**src/rtl/hazard_stall_ctrl.sv**
```systemverilog
// Pipeline interlock for the 5-stage MIPS core: load-use stall, taken-branch flush
// and registered forwarding selects for the instruction entering EX.
module hazard_stall_ctrl #(
  parameter logic [2:0] RR_ALU     = 3'b000,
  parameter logic [2:0] RM_ALU     = 3'b001,
  parameter logic [2:0] LOAD       = 3'b010,
  parameter logic [2:0] STORE      = 3'b011,
  parameter logic [2:0] BRANCH     = 3'b100,
  parameter int         BR_PENALTY = 2
) (
  input  logic        clk,
  input  logic        rst,
  input  logic        id_valid,
  input  logic [2:0]  id_type,
  input  logic [4:0]  id_rs,
  input  logic [4:0]  id_rt,
  input  logic [4:0]  id_rd,
  input  logic        ex_branch_taken,
  input  logic        mem_busy,
  output logic        pc_we,
  output logic        ifid_we,
  output logic        ifid_flush,
  output logic        idex_bubble,
  output logic [1:0]  fwd_sel_a,
  output logic [1:0]  fwd_sel_b,
  output logic [15:0] stall_cnt,
  output logic [1:0]  state_o
);

  typedef enum logic [1:0] {
    ST_RUN      = 2'd0,
    ST_LD_STALL = 2'd1,
    ST_BR_FLUSH = 2'd2
  } state_e;

  typedef struct packed {
    logic       valid;
    logic [2:0] typ;
    logic [4:0] dest;
    logic       rw;
  } slot_t;

  localparam logic [1:0] CNT_INIT    = 2'(BR_PENALTY - 1);
  localparam bit         MULTI_FLUSH = (BR_PENALTY > 1);

  state_e      state_q;
  logic [1:0]  cnt_q;
  slot_t       ex_q, ex_d;
  slot_t       mem_q;
  logic [1:0]  fwd_a_q, fwd_a_d;
  logic [1:0]  fwd_b_q, fwd_b_d;
  logic [15:0] stall_cnt_q, stall_cnt_d;

  logic        id_writes;
  logic        id_reads_rt;
  logic [4:0]  id_dest;
  logic        luh;

  // The WB-stage destination never influences a stall or forward decision here,
  // so only the EX and MEM occupants are tracked.
  assign id_dest     = (id_type == RR_ALU) ? id_rd : id_rt;
  assign id_writes   = id_valid && (id_dest != 5'd0) &&
                       ((id_type == RR_ALU) || (id_type == RM_ALU) || (id_type == LOAD));
  assign id_reads_rt = (id_type == RR_ALU) || (id_type == STORE) || (id_type == BRANCH);

  assign luh = id_valid && ex_q.valid && (ex_q.typ == LOAD) && ex_q.rw &&
               ((ex_q.dest == id_rs) || (id_reads_rt && (ex_q.dest == id_rt)));

  function automatic logic [1:0] fwd_for(input logic [4:0] x, input slot_t ex,
                                         input slot_t mem);
    logic [1:0] sel;
    sel = 2'b00;
    if (ex.rw && (ex.typ != LOAD) && (ex.dest == x))
      sel = 2'b01;
    else if (mem.valid && (mem.typ == LOAD) && mem.rw && (mem.dest == x))
      sel = 2'b11;
    else if (mem.rw && (mem.dest == x))
      sel = 2'b10;
    return sel;
  endfunction

  always_comb begin
    pc_we       = 1'b0;
    ifid_we     = 1'b0;
    ifid_flush  = 1'b0;
    idex_bubble = 1'b0;
    if (!mem_busy) begin
      case (state_q)
        ST_BR_FLUSH: begin
          pc_we       = 1'b1;
          ifid_we     = 1'b1;
          ifid_flush  = 1'b1;
          idex_bubble = 1'b1;
        end
        default: begin
          if (ex_branch_taken) begin
            pc_we       = 1'b1;
            ifid_we     = 1'b1;
            ifid_flush  = 1'b1;
            idex_bubble = 1'b1;
          end else if (luh && (state_q == ST_RUN)) begin
            idex_bubble = 1'b1;
          end else begin
            pc_we   = 1'b1;
            ifid_we = 1'b1;
          end
        end
      endcase
    end
  end

  always_comb begin
    ex_d = '0;
    if (!idex_bubble) begin
      ex_d.valid = id_valid;
      ex_d.typ   = id_type;
      ex_d.dest  = id_dest;
      ex_d.rw    = id_writes;
    end
    fwd_a_d     = idex_bubble ? 2'b00 : fwd_for(id_rs, ex_q, mem_q);
    fwd_b_d     = idex_bubble ? 2'b00 : fwd_for(id_rt, ex_q, mem_q);
    stall_cnt_d = stall_cnt_q;
    if (!pc_we && (stall_cnt_q != 16'hFFFF))
      stall_cnt_d = stall_cnt_q + 16'd1;
  end

  always_ff @(posedge clk or posedge rst) begin
    if (rst) begin
      state_q     <= ST_RUN;
      cnt_q       <= 2'd0;
      ex_q        <= '0;
      mem_q       <= '0;
      fwd_a_q     <= 2'b00;
      fwd_b_q     <= 2'b00;
      stall_cnt_q <= 16'd0;
    end else if (!mem_busy) begin
      mem_q       <= ex_q;
      ex_q        <= ex_d;
      fwd_a_q     <= fwd_a_d;
      fwd_b_q     <= fwd_b_d;
      stall_cnt_q <= stall_cnt_d;
      case (state_q)
        ST_BR_FLUSH: begin
          cnt_q <= cnt_q - 2'd1;
          if (cnt_q == 2'd1)
            state_q <= ST_RUN;
        end
        default: begin
          // EX holds a bubble after a load-use stall, so LD_STALL never re-stalls.
          if (ex_branch_taken) begin
            cnt_q   <= CNT_INIT;
            state_q <= MULTI_FLUSH ? ST_BR_FLUSH : ST_RUN;
          end else if (luh && (state_q == ST_RUN)) begin
            state_q <= ST_LD_STALL;
          end else begin
            state_q <= ST_RUN;
          end
        end
      endcase
    end
  end

  assign fwd_sel_a = fwd_a_q;
  assign fwd_sel_b = fwd_b_q;
  assign stall_cnt = stall_cnt_q;
  assign state_o   = state_q;

endmodule

```
**config.mk**
```make
export PLATFORM = sky130hd
export DESIGN_NAME = hazard_stall_ctrl
export DESIGN_NICKNAME = d
export VERILOG_FILES = /design/src/rtl/hazard_stall_ctrl.sv
export SDC_FILE = /design/constraint.sdc
export NUM_CORES = 1
export LEC_CHECK = 0
export BUFFER_PORTS_ARGS = -buffer_cell sky130_fd_sc_hd__buf_2
export CAP_MARGIN = 30
export CORE_AREA = 2 2 68 70
export DETAILED_ROUTE_END_ITERATION = 8
export DIE_AREA = 0 0 70 72
export PLACE_DENSITY = 0.78
export SLEW_MARGIN = 20
export SYNTH_ARGS = -nofsm -noshare
export SYNTH_HDL_FRONTEND = slang
export SYNTH_SLANG_ARGS = --single-unit
export TNS_END_PERCENT = 10
```
**constraint.sdc**
```tcl
create_clock -name clk -period 5.4 [get_ports clk]
set_input_delay 0.27 -clock clk [delete_from_list [all_inputs] [get_ports clk]]
set_output_delay 0.27 -clock clk [all_outputs]
set_load 0.02 [all_outputs]
```
==> impl_metrics.py <==
metrics = {
    "outcome": {
        "status": "complete, no violations",
    },
    "grt": {
        "grt_usage_pct": 18.96,
        "grt_pass1_vias": 1650,
        "grt_antenna_before_repair": 0,
        "gr-total-overflow": 0,
        "grt_start_max_net_pins": 45,
        "grt_pass1_wl_mm": 7.555,
    },
    "synth": {
        "synthCells": 215,
        "seq_area_frac_synth_pct": 48.46,
        "ys.flop_type": "dfrtp_1",
        "yosys.cell_types.count": 43,
        "postSynth.asyncResetShare_pct": 100.0,
        "syn_avg_cell_area_um2": 10.57,
        "synth.net_count": 240,
        "syn_area_mm2": 0.002272,
        "synth_edf_count": 0,
        "ys.warnings.count": 0,
        "synth-seq-cells": 44,
    },
    "sta": {
        "max_slew_margin_pct": 57.27,
        "max_freq_ghz": 0.4273,
        "hold_violations": 0,
        "maxSlewViolCount": 0,
        "tns_ps": 0,
        "max_slew.worst_pin.slew_ps": 638.9,
        "period_share_pct": 43.34,
        "setup_violations": 0,
        "finalClockSkew_ps": 5.996,
        "fin_crit_ps": 2340,
        "rsz0062_at_grt": "no",
    },
    "drt": {
        "vias_per_cell": 5.549,
        "wl_mm": 4.431,
        "first_pass_iters": 4,
        "drc": 0,
        "routedWlPerCell_um": 14.07,
        "detailedRoute.firstIterationViolations": 81,
        "postRouteAntennaNets": 0,
        "dr_total_vias": 1748,
    },
    "clocking": {
        "cts.clk_slew.worst_paths_ps": 80,
        "cts_max_level": 2,
        "numClockSinks": 44,
        "cts_buffers": 5,
        "ctsLongestPathBuffers": 2,
        "clkLatencyLatePin_ps": 300,
        "cts-root-buf": "clkbuf_8",
        "cts_setup_buffers": 0,
        "cts_tree": "yes",
        "ctsHoldBuffers": 0,
        "cts_resized": 0,
    },
    "power_and_ir_drop": {
        "p_int_mw": 0.5172,
        "powerDensity_mw_per_mm2": 278.6,
        "leakagePower_nw": 1.250,
        "combPwrFrac_pct": 19.8,
        "ir_worst_vdd_mv": 0.1358,
        "seqPwrFrac_pct": 53.7,
        "total_power_mw": 0.7300,
        "p_sw_mw": 0.2128,
        "p_sw_share_pct": 29.15,
        "p_clk_share_pct": 26.5,
    },
    "die": {
        "core_area_mm2": 0.004264,
        "die_w_um": 70,
        "start_util_pct": 53.29,
        "dieArea_mm2": 0.005040,
        "die_h_um": 72,
        "io_pins": 49,
        "rows": 24,
    },
    "setup_path": {
        "crit_arrival_ps": 2070,
        "worst-setup-path-type": "flip-flop to primary output",
        "cp_max_fo": 4,
        "critPathCaptureType": "primary output",
        "startpoint_type": "flip-flop",
        "crit_required_ps": 5130,
    },
    "placed_design": {
        "dpl.hpwl_mm": 3.218,
        "portBuffers": 48,
        "gp_congestion": 0.7975,
    },
    "final_layout": {
        "fillers": 376,
        "area_delta_synth_final_pct": 15.31,
        "final_util_pct": 61.44,
        "layout_commonest_cell": "buf_2",
        "antenna_cells": 0,
        "final_cell_mix": "buf_2 (48), dfrtp_1 (44), xnor2_1 (21)",
        "nets": 288,
        "drive_above_1_share_pct": 27.38,
    },
    "flow_run": {
        "maxCapViolCount": 0,
    },
    "worst_hold_path": {
        "hold_path.class": "input pin to async pin",
    },
}
logic make-up after synthesis:
logic type      after synthesis  synth area share (%)
flops                        44                 48.46
mux                          15                 7.214
fa+ha+maj                     2                 1.101
simple gates                 77                 17.95
compound gates               31                 9.417
xor+xnor                     35                 13.49
buf+inv                      11                 2.367
cell usage after synthesis (2+ instances only):
master	count	area (µm²)
a21oi_1	7	35.03
ha_1	2	25.02
and3_1	3	18.77
clkbuf_1	4	15.01
mux2_2	11	123.9
o21ai_0	10	50.05
nand3_1	7	35.03
inv_1	3	11.26
nand4_1	10	62.56
xnor2_1	21	183.9
nor2b_1	3	18.77
xor2_1	14	122.6
mux2i_1	4	40.04
dfrtp_1	44	1101
a32o_1	2	20.02
nand2_1	17	63.81
a22o_1	5	43.79
nor3_1	6	30.03
and4_1	2	17.52
nor2_1	17	63.81
critical path, stage by stage (launching register included):
cell and delay (ps):
dfrtp_1 430, xor2_1 180, nor3_1 250, nand3_1 210
a21oi_1 330, nor3_1 90, nor2_1 100, buf_2 180
layout make-up:
class	instances	area, µm²	share of cell area (%)
Clock inverter	1	5.005	0.1910
Inverter	3	11.26	0.4298
Tap cell	52	65.06	2.483
Clock buffer	6	72.57	2.770
Timing Repair Buffer	49	247.7	9.456
Multi-Input combinational cell	160	1117	42.65
Sequential cell	44	1101	42.03
registers in the layout (all words and copies together) (netlist names):
| register | cells |
|---|---|
| fwd_sel_b | 2 |
| mem_q | 10 |
| cnt_q | 2 |
| ex_q | 10 |
| stall_cnt | 16 |
| fwd_sel_a | 2 |
| state_o | 2 |
power by group through the flow:
stage | clock network (mW) | registers, mW | logic, mW
after floorplan | 0 | 0.398 | 0.103
after detailed placement | 0 | 0.399 | 0.146
after global placement | 0 | 0.398 | 0.143
after global routing | 0.212 | 0.398 | 0.163
after CTS | 0.200 | 0.393 | 0.147
final | 0.193 | 0.392 | 0.145
final timing paths:
path,start,to,slack [ps],cells past startpoint
setup / recovery,ex_q[3],idex_bubble,3060,7
hold / removal,rst,stall_cnt[2],100,3
setup reg to reg,ex_q[3],stall_cnt[1],3170,5
hold reg to reg,cnt_q[0],cnt_q[0],480,1
max in group asynchronous,rst,state_o[0],4930,3
min in group clk,id_valid,ex_q[9],220,2
per-layer routing:
layer / track usage [%] / wire length [µm]
met5: 0 / 0
met4: 7.051 / 67
met3: 5.000 / 245
met2: 31.22 / 2044
met1: 24.34 / 2074
per-stage QoR:
| step | setup slack, ps | area, µm² | hold slack (ps) | std cells |
|---|---|---|---|---|
| after CTS | 3036 | 2620 | 109.4 | 315 |
| after global routing | 2855 | 2620 | 174.1 | 315 |
| final | 3060 | 2620 | 95.03 | 315 |
| after floorplan | 3371 | 2272 | 398.4 | 215 |
| after global placement | 3104 | 2542 | 435.9 | 308 |
| after detailed placement | 3066 | 2542 | 438.2 | 308 |
Note: power is estimated with default switching activity, not from simulation.
